## src/rtl/cvxif_ooo_fu.sv

```systemverilog
// CV-X-IF offload functional unit: forwards instructions to a coprocessor, tracks
// accepted offloads and turns rejected ones into illegal-instruction writebacks.

package cvxif_ooo_fu_pkg;

    localparam int unsigned CVXIF_XLEN      = 64;
    localparam int unsigned CVXIF_ID_W      = 3;
    localparam int unsigned CVXIF_NR_RS_MAX = 3;

    localparam logic [CVXIF_XLEN-1:0] ILLEGAL_INSTR = CVXIF_XLEN'(2);

    typedef struct packed {
        logic [31:0]                                instr;
        logic [1:0]                                 mode;
        logic [CVXIF_ID_W-1:0]                      id;
        logic [CVXIF_NR_RS_MAX-1:0][CVXIF_XLEN-1:0] rs;
        logic [CVXIF_NR_RS_MAX-1:0]                 rs_valid;
    } x_issue_req_t;

    typedef struct packed {
        logic [CVXIF_ID_W-1:0] id;
        logic                  commit_kill;
    } x_commit_t;

    typedef struct packed {
        logic [CVXIF_ID_W-1:0] id;
        logic [CVXIF_XLEN-1:0] data;
        logic                  we;
        logic                  exc;
        logic [5:0]            exccode;
    } x_result_t;

    typedef struct packed {
        logic         x_issue_valid;
        x_issue_req_t x_issue_req;
        logic         x_commit_valid;
        x_commit_t    x_commit;
        logic         x_result_ready;
    } cvxif_req_t;

    typedef struct packed {
        logic      x_issue_ready;
        logic      x_issue_accept;
        logic      x_result_valid;
        x_result_t x_result;
    } cvxif_resp_t;

    typedef struct packed {
        logic [CVXIF_XLEN-1:0] cause;
        logic [CVXIF_XLEN-1:0] tval;
        logic [CVXIF_XLEN-1:0] tval2;
        logic [31:0]           tinst;
        logic                  gva;
        logic                  valid;
    } exception_t;

endpackage

module cvxif_ooo_fu
    import cvxif_ooo_fu_pkg::*;
#(
    parameter int unsigned IllegalDepth   = 4,
    parameter int unsigned MaxOutstanding = 4,
    parameter int unsigned NrRs           = 2,
    parameter bit          TvalEn         = 1'b1,
    parameter int unsigned TransIdBits    = 3,
    parameter int unsigned XLEN           = 64
) (
    input  logic                   clk_i,
    input  logic                   rst_ni,
    input  logic                   clear_i,
    input  logic                   x_valid_i,
    output logic                   x_ready_o,
    input  logic [TransIdBits-1:0] trans_id_i,
    input  logic [31:0]            instr_i,
    input  logic [1:0]             priv_lvl_i,
    input  logic [NrRs*XLEN-1:0]   rs_i,
    output cvxif_req_t             cvxif_req_o,
    input  cvxif_resp_t            cvxif_resp_i,
    output logic                   x_valid_o,
    output logic [TransIdBits-1:0] x_trans_id_o,
    output logic [XLEN-1:0]        x_result_o,
    output logic                   x_we_o,
    output exception_t             x_exception_o,
    output logic                   busy_o
);

    localparam int unsigned PTR_W = $clog2(IllegalDepth);
    localparam int unsigned CNT_W = $clog2(MaxOutstanding + 1);

    localparam logic [PTR_W:0]   PTR_ONE = (PTR_W + 1)'(1);
    localparam logic [CNT_W-1:0] CNT_ONE = CNT_W'(1);
    localparam logic [CNT_W-1:0] CNT_MAX = CNT_W'(MaxOutstanding);

    logic [TransIdBits-1:0] fifo_id_q    [IllegalDepth];
    logic [31:0]            fifo_instr_q [IllegalDepth];
    logic [PTR_W:0]         wr_ptr_q;
    logic [PTR_W:0]         rd_ptr_q;
    logic [CNT_W-1:0]       outstanding_q;

    logic                   queue_empty;
    logic                   queue_full;
    logic                   issue_ok;
    logic                   issue_valid;
    logic                   handshake;
    logic                   push;
    logic                   pop;
    logic                   inc;
    logic                   dec;
    logic                   result_valid;
    logic [TransIdBits-1:0] head_id;
    logic [31:0]            head_instr;

    // Extra pointer bit separates a full queue from an empty one.
    assign queue_empty = (wr_ptr_q == rd_ptr_q);
    assign queue_full  = (wr_ptr_q[PTR_W] != rd_ptr_q[PTR_W]) &&
                         (wr_ptr_q[PTR_W-1:0] == rd_ptr_q[PTR_W-1:0]);

    assign issue_ok     = !queue_full && (outstanding_q < CNT_MAX);
    assign issue_valid  = x_valid_i && issue_ok;
    assign x_ready_o    = cvxif_resp_i.x_issue_ready && issue_ok;
    assign handshake    = x_valid_i && x_ready_o;
    assign result_valid = cvxif_resp_i.x_result_valid;

    assign push = handshake && !cvxif_resp_i.x_issue_accept;
    assign pop  = !result_valid && !queue_empty;
    assign inc  = handshake && cvxif_resp_i.x_issue_accept;
    assign dec  = result_valid && (outstanding_q != '0);

    assign head_id    = fifo_id_q[rd_ptr_q[PTR_W-1:0]];
    assign head_instr = fifo_instr_q[rd_ptr_q[PTR_W-1:0]];

    assign busy_o = (outstanding_q != '0) || !queue_empty;

    // Issue/commit request; payload is zero unless the issue is valid.
    always_comb begin
        cvxif_req_o                = '0;
        cvxif_req_o.x_result_ready = 1'b1;
        cvxif_req_o.x_issue_valid  = issue_valid;
        if (issue_valid) begin
            cvxif_req_o.x_issue_req.instr = instr_i;
            cvxif_req_o.x_issue_req.mode  = priv_lvl_i;
            cvxif_req_o.x_issue_req.id    = CVXIF_ID_W'(trans_id_i);
            for (int unsigned i = 0; i < NrRs; i++) begin
                cvxif_req_o.x_issue_req.rs[i]       = CVXIF_XLEN'(rs_i[i*XLEN +: XLEN]);
                cvxif_req_o.x_issue_req.rs_valid[i] = 1'b1;
            end
        end
        cvxif_req_o.x_commit_valid       = handshake;
        cvxif_req_o.x_commit.id          = CVXIF_ID_W'(trans_id_i);
        cvxif_req_o.x_commit.commit_kill = 1'b0;
    end

    // Writeback mux: coprocessor result wins over the illegal queue head.
    always_comb begin
        x_valid_o     = 1'b0;
        x_trans_id_o  = '0;
        x_result_o    = '0;
        x_we_o        = 1'b0;
        x_exception_o = '0;
        if (result_valid) begin
            x_valid_o           = 1'b1;
            x_trans_id_o        = TransIdBits'(cvxif_resp_i.x_result.id);
            x_result_o          = XLEN'(cvxif_resp_i.x_result.data);
            x_we_o              = cvxif_resp_i.x_result.we;
            x_exception_o.valid = cvxif_resp_i.x_result.exc;
            x_exception_o.cause = CVXIF_XLEN'(cvxif_resp_i.x_result.exccode);
        end else if (!queue_empty) begin
            x_valid_o           = 1'b1;
            x_trans_id_o        = head_id;
            x_exception_o.valid = 1'b1;
            x_exception_o.cause = ILLEGAL_INSTR;
            if (TvalEn) begin
                x_exception_o.tval = CVXIF_XLEN'(head_instr);
            end
        end
    end

    // Queue storage carries no reset; validity is defined by the pointers.
    always_ff @(posedge clk_i) begin
        if (push && !clear_i) begin
            fifo_id_q[wr_ptr_q[PTR_W-1:0]]    <= trans_id_i;
            fifo_instr_q[wr_ptr_q[PTR_W-1:0]] <= instr_i;
        end
    end

    always_ff @(posedge clk_i or negedge rst_ni) begin
        if (!rst_ni) begin
            wr_ptr_q      <= '0;
            rd_ptr_q      <= '0;
            outstanding_q <= '0;
        end else if (clear_i) begin
            wr_ptr_q      <= '0;
            rd_ptr_q      <= '0;
            outstanding_q <= '0;
        end else begin
            if (push) begin
                wr_ptr_q <= wr_ptr_q + PTR_ONE;
            end
            if (pop) begin
                rd_ptr_q <= rd_ptr_q + PTR_ONE;
            end
            if (inc && !dec) begin
                outstanding_q <= outstanding_q + CNT_ONE;
            end else if (dec && !inc) begin
                outstanding_q <= outstanding_q - CNT_ONE;
            end
        end
    end

endmodule

```

## config.mk

```make
export PLATFORM = sky130hd
export DESIGN_NAME = cvxif_ooo_fu
export DESIGN_NICKNAME = d
export VERILOG_FILES = /design/src/rtl/cvxif_ooo_fu.sv
export SDC_FILE = /design/constraint.sdc
export NUM_CORES = 1
export LEC_CHECK = 0
export BUFFER_PORTS_ARGS = -buffer_cell sky130_fd_sc_hd__buf_2
export CORE_AREA = 10 10 297 299
export CTS_BUF_LIST = sky130_fd_sc_hd__clkbuf_4 sky130_fd_sc_hd__clkbuf_8
export DETAILED_ROUTE_END_ITERATION = 16
export DIE_AREA = 0 0 307 309
export PLACE_DENSITY = 0.39
export SYNTH_ARGS = -nofsm -noshare
export SYNTH_HDL_FRONTEND = slang
export SYNTH_SLANG_ARGS = --single-unit
```

## constraint.sdc

```tcl
create_clock -name clk_i -period 4.5 [get_ports clk_i]
set_clock_uncertainty 0.1 [all_clocks]
set_input_delay 0.225 -clock clk_i [delete_from_list [all_inputs] [get_ports clk_i]]
set_output_delay 0.225 -clock clk_i [all_outputs]
set_load 0.01 [all_outputs]
```

After elaboration in Yosys (flattened, before gate mapping)
Memories as Yosys holds them, arrays and structs flattened. Index checks and enable logic that the tools add are counted. Widths: inputs -> output; s select.

Bits in writable memories: 140. Bits of input ports: 247. Memories kept: 2. Logic and storage cells: 59. Bits in registers: 9. Output and inout bits: 536.

Memories: fifo_instr_q (depth 4, bits a word 32, rd ports 1, clocked after Yosys merged registers in 0, write ports 1, line 96) `logic [31:0] fifo_instr_q [IllegalDepth];`; fifo_id_q (depth 4, bits a word 3, rd ports 1, clocked after Yosys merged registers in 0, write ports 1, line 95) `logic [TransIdBits-1:0] fifo_id_q [IllegalDepth];`.

Reduce and logical (&&, ||, !) cells: 24. Add/sub/neg operators: 4. Multiplexer cells: 22. $lt $le $gt $ge: 1. Eq/ne operators: 3.

Operators by type and width (number): $mux 64 (3); $mux 128 (1); $mux 66 (1); $mux 37 (1); $mux 3 (9); $logic_and 1x1->1 (12); $add 3x1->3 const B (3); $logic_not 1->1 (7); $mux 1 (6); $reduce_bool 3->1 (2); $reduce_bool 2->1 (2); $eq 3x3->1 (1); $lt 3x3->1 const B (1); $sub 3x1->3 const B (1); $eq 2x2->1 (1); $mux 2 (1); $logic_or 1x1->1 (1); $ne 1x1->1 (1).

Longest topological paths before layout
Depth in word-level cells: 12. Gate-level depth with buffers: 7. Depth with buffers taken out: 7.

Least setup slack after synthesis
OpenSTA, ideal clock, no wires.

Path kind: flip-flop to flip-flop. Start: reg wr_ptr_q[0]. End: mem fifo_id_q[3][0], enable pin. Arrival time: 2229 ps. Required time: 4005 ps. Clock period less this slack: 2725 ps. Path buffers: 0. Library setup time: 395 ps. Cell stages (with the launch flop): 5. Slack: 1775 ps. Cells stage by stage: dfrtp_1 xnor2_1 a311oi_4 and4bb_2 and2_1.

Word-level cells in the longest chain between the ends: 10.

RTL lines: start, declared (line 97) `logic [PTR_W:0] wr_ptr_q;`; start signal, assigned (line 198) `wr_ptr_q <= wr_ptr_q + PTR_ONE;`; $eq 2x2->1 (line 117) `(wr_ptr_q[PTR_W-1:0] == rd_ptr_q[PTR_W-1:0]);`; $logic_and 1x1->1 (line 116) `assign queue_full = (wr_ptr_q[PTR_W] != rd_ptr_q[PTR_W]) &&`; $logic_not 1->1 (line 119) `assign issue_ok = !queue_full && (outstanding_q < CNT_MAX);`; $logic_and 1x1->1 (line 119); $logic_and 1x1->1 (line 121) `assign x_ready_o = cvxif_resp_i.x_issue_ready && issue_ok;`; $logic_and 1x1->1 (line 122) `assign handshake = x_valid_i && x_ready_o;`; $logic_and 1x1->1 (line 125) `assign push = handshake && !cvxif_resp_i.x_issue_accept;`; $logic_and 1x1->1 (line 181) `if (push && !clear_i) begin`; $mux 1 (line 181); $mux 1 (not written as such) (line 182) `fifo_id_q[wr_ptr_q[PTR_W-1:0]] <= trans_id_i;`; end, declared (line 95).

Several ways; a longest one is shown, not always the timed one.

==> reports/metrics.cfg <==
[run_status]
outcome=complete, no violations

[layout]
mostFrequentLayoutCell=buf_2
post_route_cells_drive_above_1_share=0.4425
mostFrequentLayoutCells=528 x buf_2, 254 x conb_1, 237 x and2_1
area_growth_pct=37.45
layout.nets=1632

[routing]
vias=7403
vias_per_cell=2.995
wl_um=46110
dr.pass1.iters=4
met2_length_um=21250
maxUsedRoutingLayer=met5
drtAntennaViolNets=0
routedWlPerCell_um=18.65
met1_length_um=17500
wl_met3_um=6266
post-route-drc-count=0
first_iter_violations=406

[timing]
rsz0062_at_grt=no
drv_slew=0
max_freq_ghz=0.2589
hold_viol=0
slew_headroom=0.3076
min_period_over_period=0.8585
worstMarginPinSlew_ns=1.039
post-route-min-period_ns=3.863
setup_viol=0
fin_setup_tns_ns=0
hold_slack_ns=0.1346

[synthesis]
syn_inst=834
synth_ff_type=edfxtp_1
synth_edf_count=140
ys_top_cells_by_area=edfxtp_1 44%, buf_4 20%, and2_1 16%, mux4_2 8.2%, dfrtp_1 2.3%
synth.distinct_cells=39
syn_area_sq_um=9622
async_flop_share=0.06040
yosys.area.top_type=edfxtp_1
ys_seq_area_frac=0.4603
synth_warnings=0
yosys.area.top_type_share=0.4369
synth.avg_cell_area_sq_um=11.54
ys_ff_latch=149

[grt]
grt_max_degree=117
track_usage=0.08949
grt_pass1_vias=7735
antenna_found_initial=12
grt-ovfl-total=0
grt_first_pass_wirelength_um=61390

[pwr]
intPower_mw=2.496
vdd.ir_drop.worst_mv=0.1721
p_leak_nw=6.004
p_sw_mw=1.398
clock_power_share=0.239
combPwrFrac=0.356
p_per_area_nw_per_um2=294.4
swShare=0.3589
pwr-share-seq=0.406

[floorplan]
fp.dieArea_sq_um=94860
start_util=0.1176
ioPinCount=783
die_width_um=307
rows=105
die_y_um=309
core_area_sq_um=81850

[setup_path]
end_kind=primary output
cpPeakStageDelay_ns=0.72
crit_slowest_cell=dfrtp_2
crit_type=register to primary output
critPathRequiredTime_ns=4.18
crit_top_cell=buf_4
arrival_ns=3.54
crit_chain=xnor2_1, a311oi_4, buf_4, buf_4, and2_1, buf_2
worstPathMaxFanout=116
r2r_cells=4
startpoint_type=register

[cts]
cts_tree=done
cts_root_buf=clkbuf_8
clock-sinks=149
htree_levels=4
clock_latency_ns=0.47
cts_buffer_depth=2
postCtsSetupBuffers=0
clkSlewWorstSetupHoldPaths_ns=0.08
cts_made_buffers=17

[place]
post-dp-hpwl_um=38310
gp_congestion=0.8000
portBuffers=528

[min_path]
hold_path_class=input port to register
holdPathStages=5

[flow_run]
max_cap_violations=0

-- kinds of logic (layout without fill, tap and decap cells) --
kind of cell             Yosys count  count (layout)  synth area share
XOR/XNOR                           9               9          0.008972
AND/OR/NAND/NOR                  304             304            0.1941
other                              2             264         0.0007805
multiplexers                      39              39           0.08635
AO/OA/AOI/OAI                     16              16           0.01378
adder cells (fa/ha/maj)            6               6          0.008583
flip-flops                       149             149            0.4603
buffers and inverters            309             615            0.2270
-- layout make-up --
class                   instances  area, sq um
clock buffers                  19        249.0
diodes                         10        25.02
flip-flops and latches        149         4432
clock inverters                13        98.84
repair buffers                574         3080
well taps                    1070         1339
fillers                      9120        68620
inverters                       9        33.78
multi-input cells             628         3968
-- final timing paths --
kind                             startpoint                  end  slack, ns
setup / recovery                rd_ptr_q[0]     cvxif_req_o[130]       0.64
setup reg to reg                rd_ptr_q[0]  fifo_instr_q[3][26]       1.51
max in group asynchronous            rst_ni          rd_ptr_q[0]       3.90
min in group asynchronous            rst_ni          rd_ptr_q[2]       0.18
hold reg to reg                 rd_ptr_q[2]          rd_ptr_q[2]       0.51
hold / removal             cvxif_resp_i[76]     outstanding_q[2]       0.13
-- layer usage --
layer / vias up / global-route usage
met1: 3536 / 0.1021
met3: 57 / 0.05212
li1: 3360 / -
met4: 12 / 0.02837
met2: 438 / 0.1392
met5: - / 0
-- stage by stage --
stage	total power [mW]	util	setup slack (ns)	area, sq um	cells
floorplan	2.532	-	1.775	10570	1086
global placement	2.982	0.1525	1.056	12480	2393
detailed placement	2.985	0.1525	0.9835	12480	2393
CTS	3.963	0.1613	0.4302	13200	2462
global route	4.150	0.1613	0.2222	13210	2464
finish	3.894	0.1616	0.6369	13230	2472
-- critical path: cells and delay by family (launching register included) --
family | cells | cell delay, ns
flops | 1 | 0.72
compound gates | 1 | 0.32
simple gates | 1 | 0.24
buf+inv | 3 | 1.38
xor+xnor | 1 | 0.30
-- flip-flops by register name, summed over array words and instances, names as in the netlist --
name	flops
rd_ptr_q	3
fifo_id_q	12
outstanding_q	3
fifo_instr_q	128
wr_ptr_q	3
-- cells in the mapped netlist (5+ instances only) --
master / n
dfrtp_1: 9
buf_2: 11
clkbuf_1: 15
buf_4: 262
ha_1: 5
inv_1: 9
nand2_1: 6
nor2b_1: 32
and2_1: 241
mux4_2: 35
nor2_1: 11
clkbuf_2: 10
edfxtp_1: 140
-- timing repair --
item | 4_1_cts | 5_1_grt
gates resized for setup | 0 | 0
endpoints found under the hold margin | 156 | 0
hold buffers | 37 | 0
-- power groups by stage --
stage	Sequential, mW	Clock [mW]	Combinational (mW)
finish	1.58	0.929	1.38
global route	1.59	1.03	1.53
CTS	1.58	0.976	1.41
detailed placement	1.61	0	1.37
global placement	1.61	0	1.37
floorplan	1.59	0	0.940
Power figures use the tool's default switching activity.
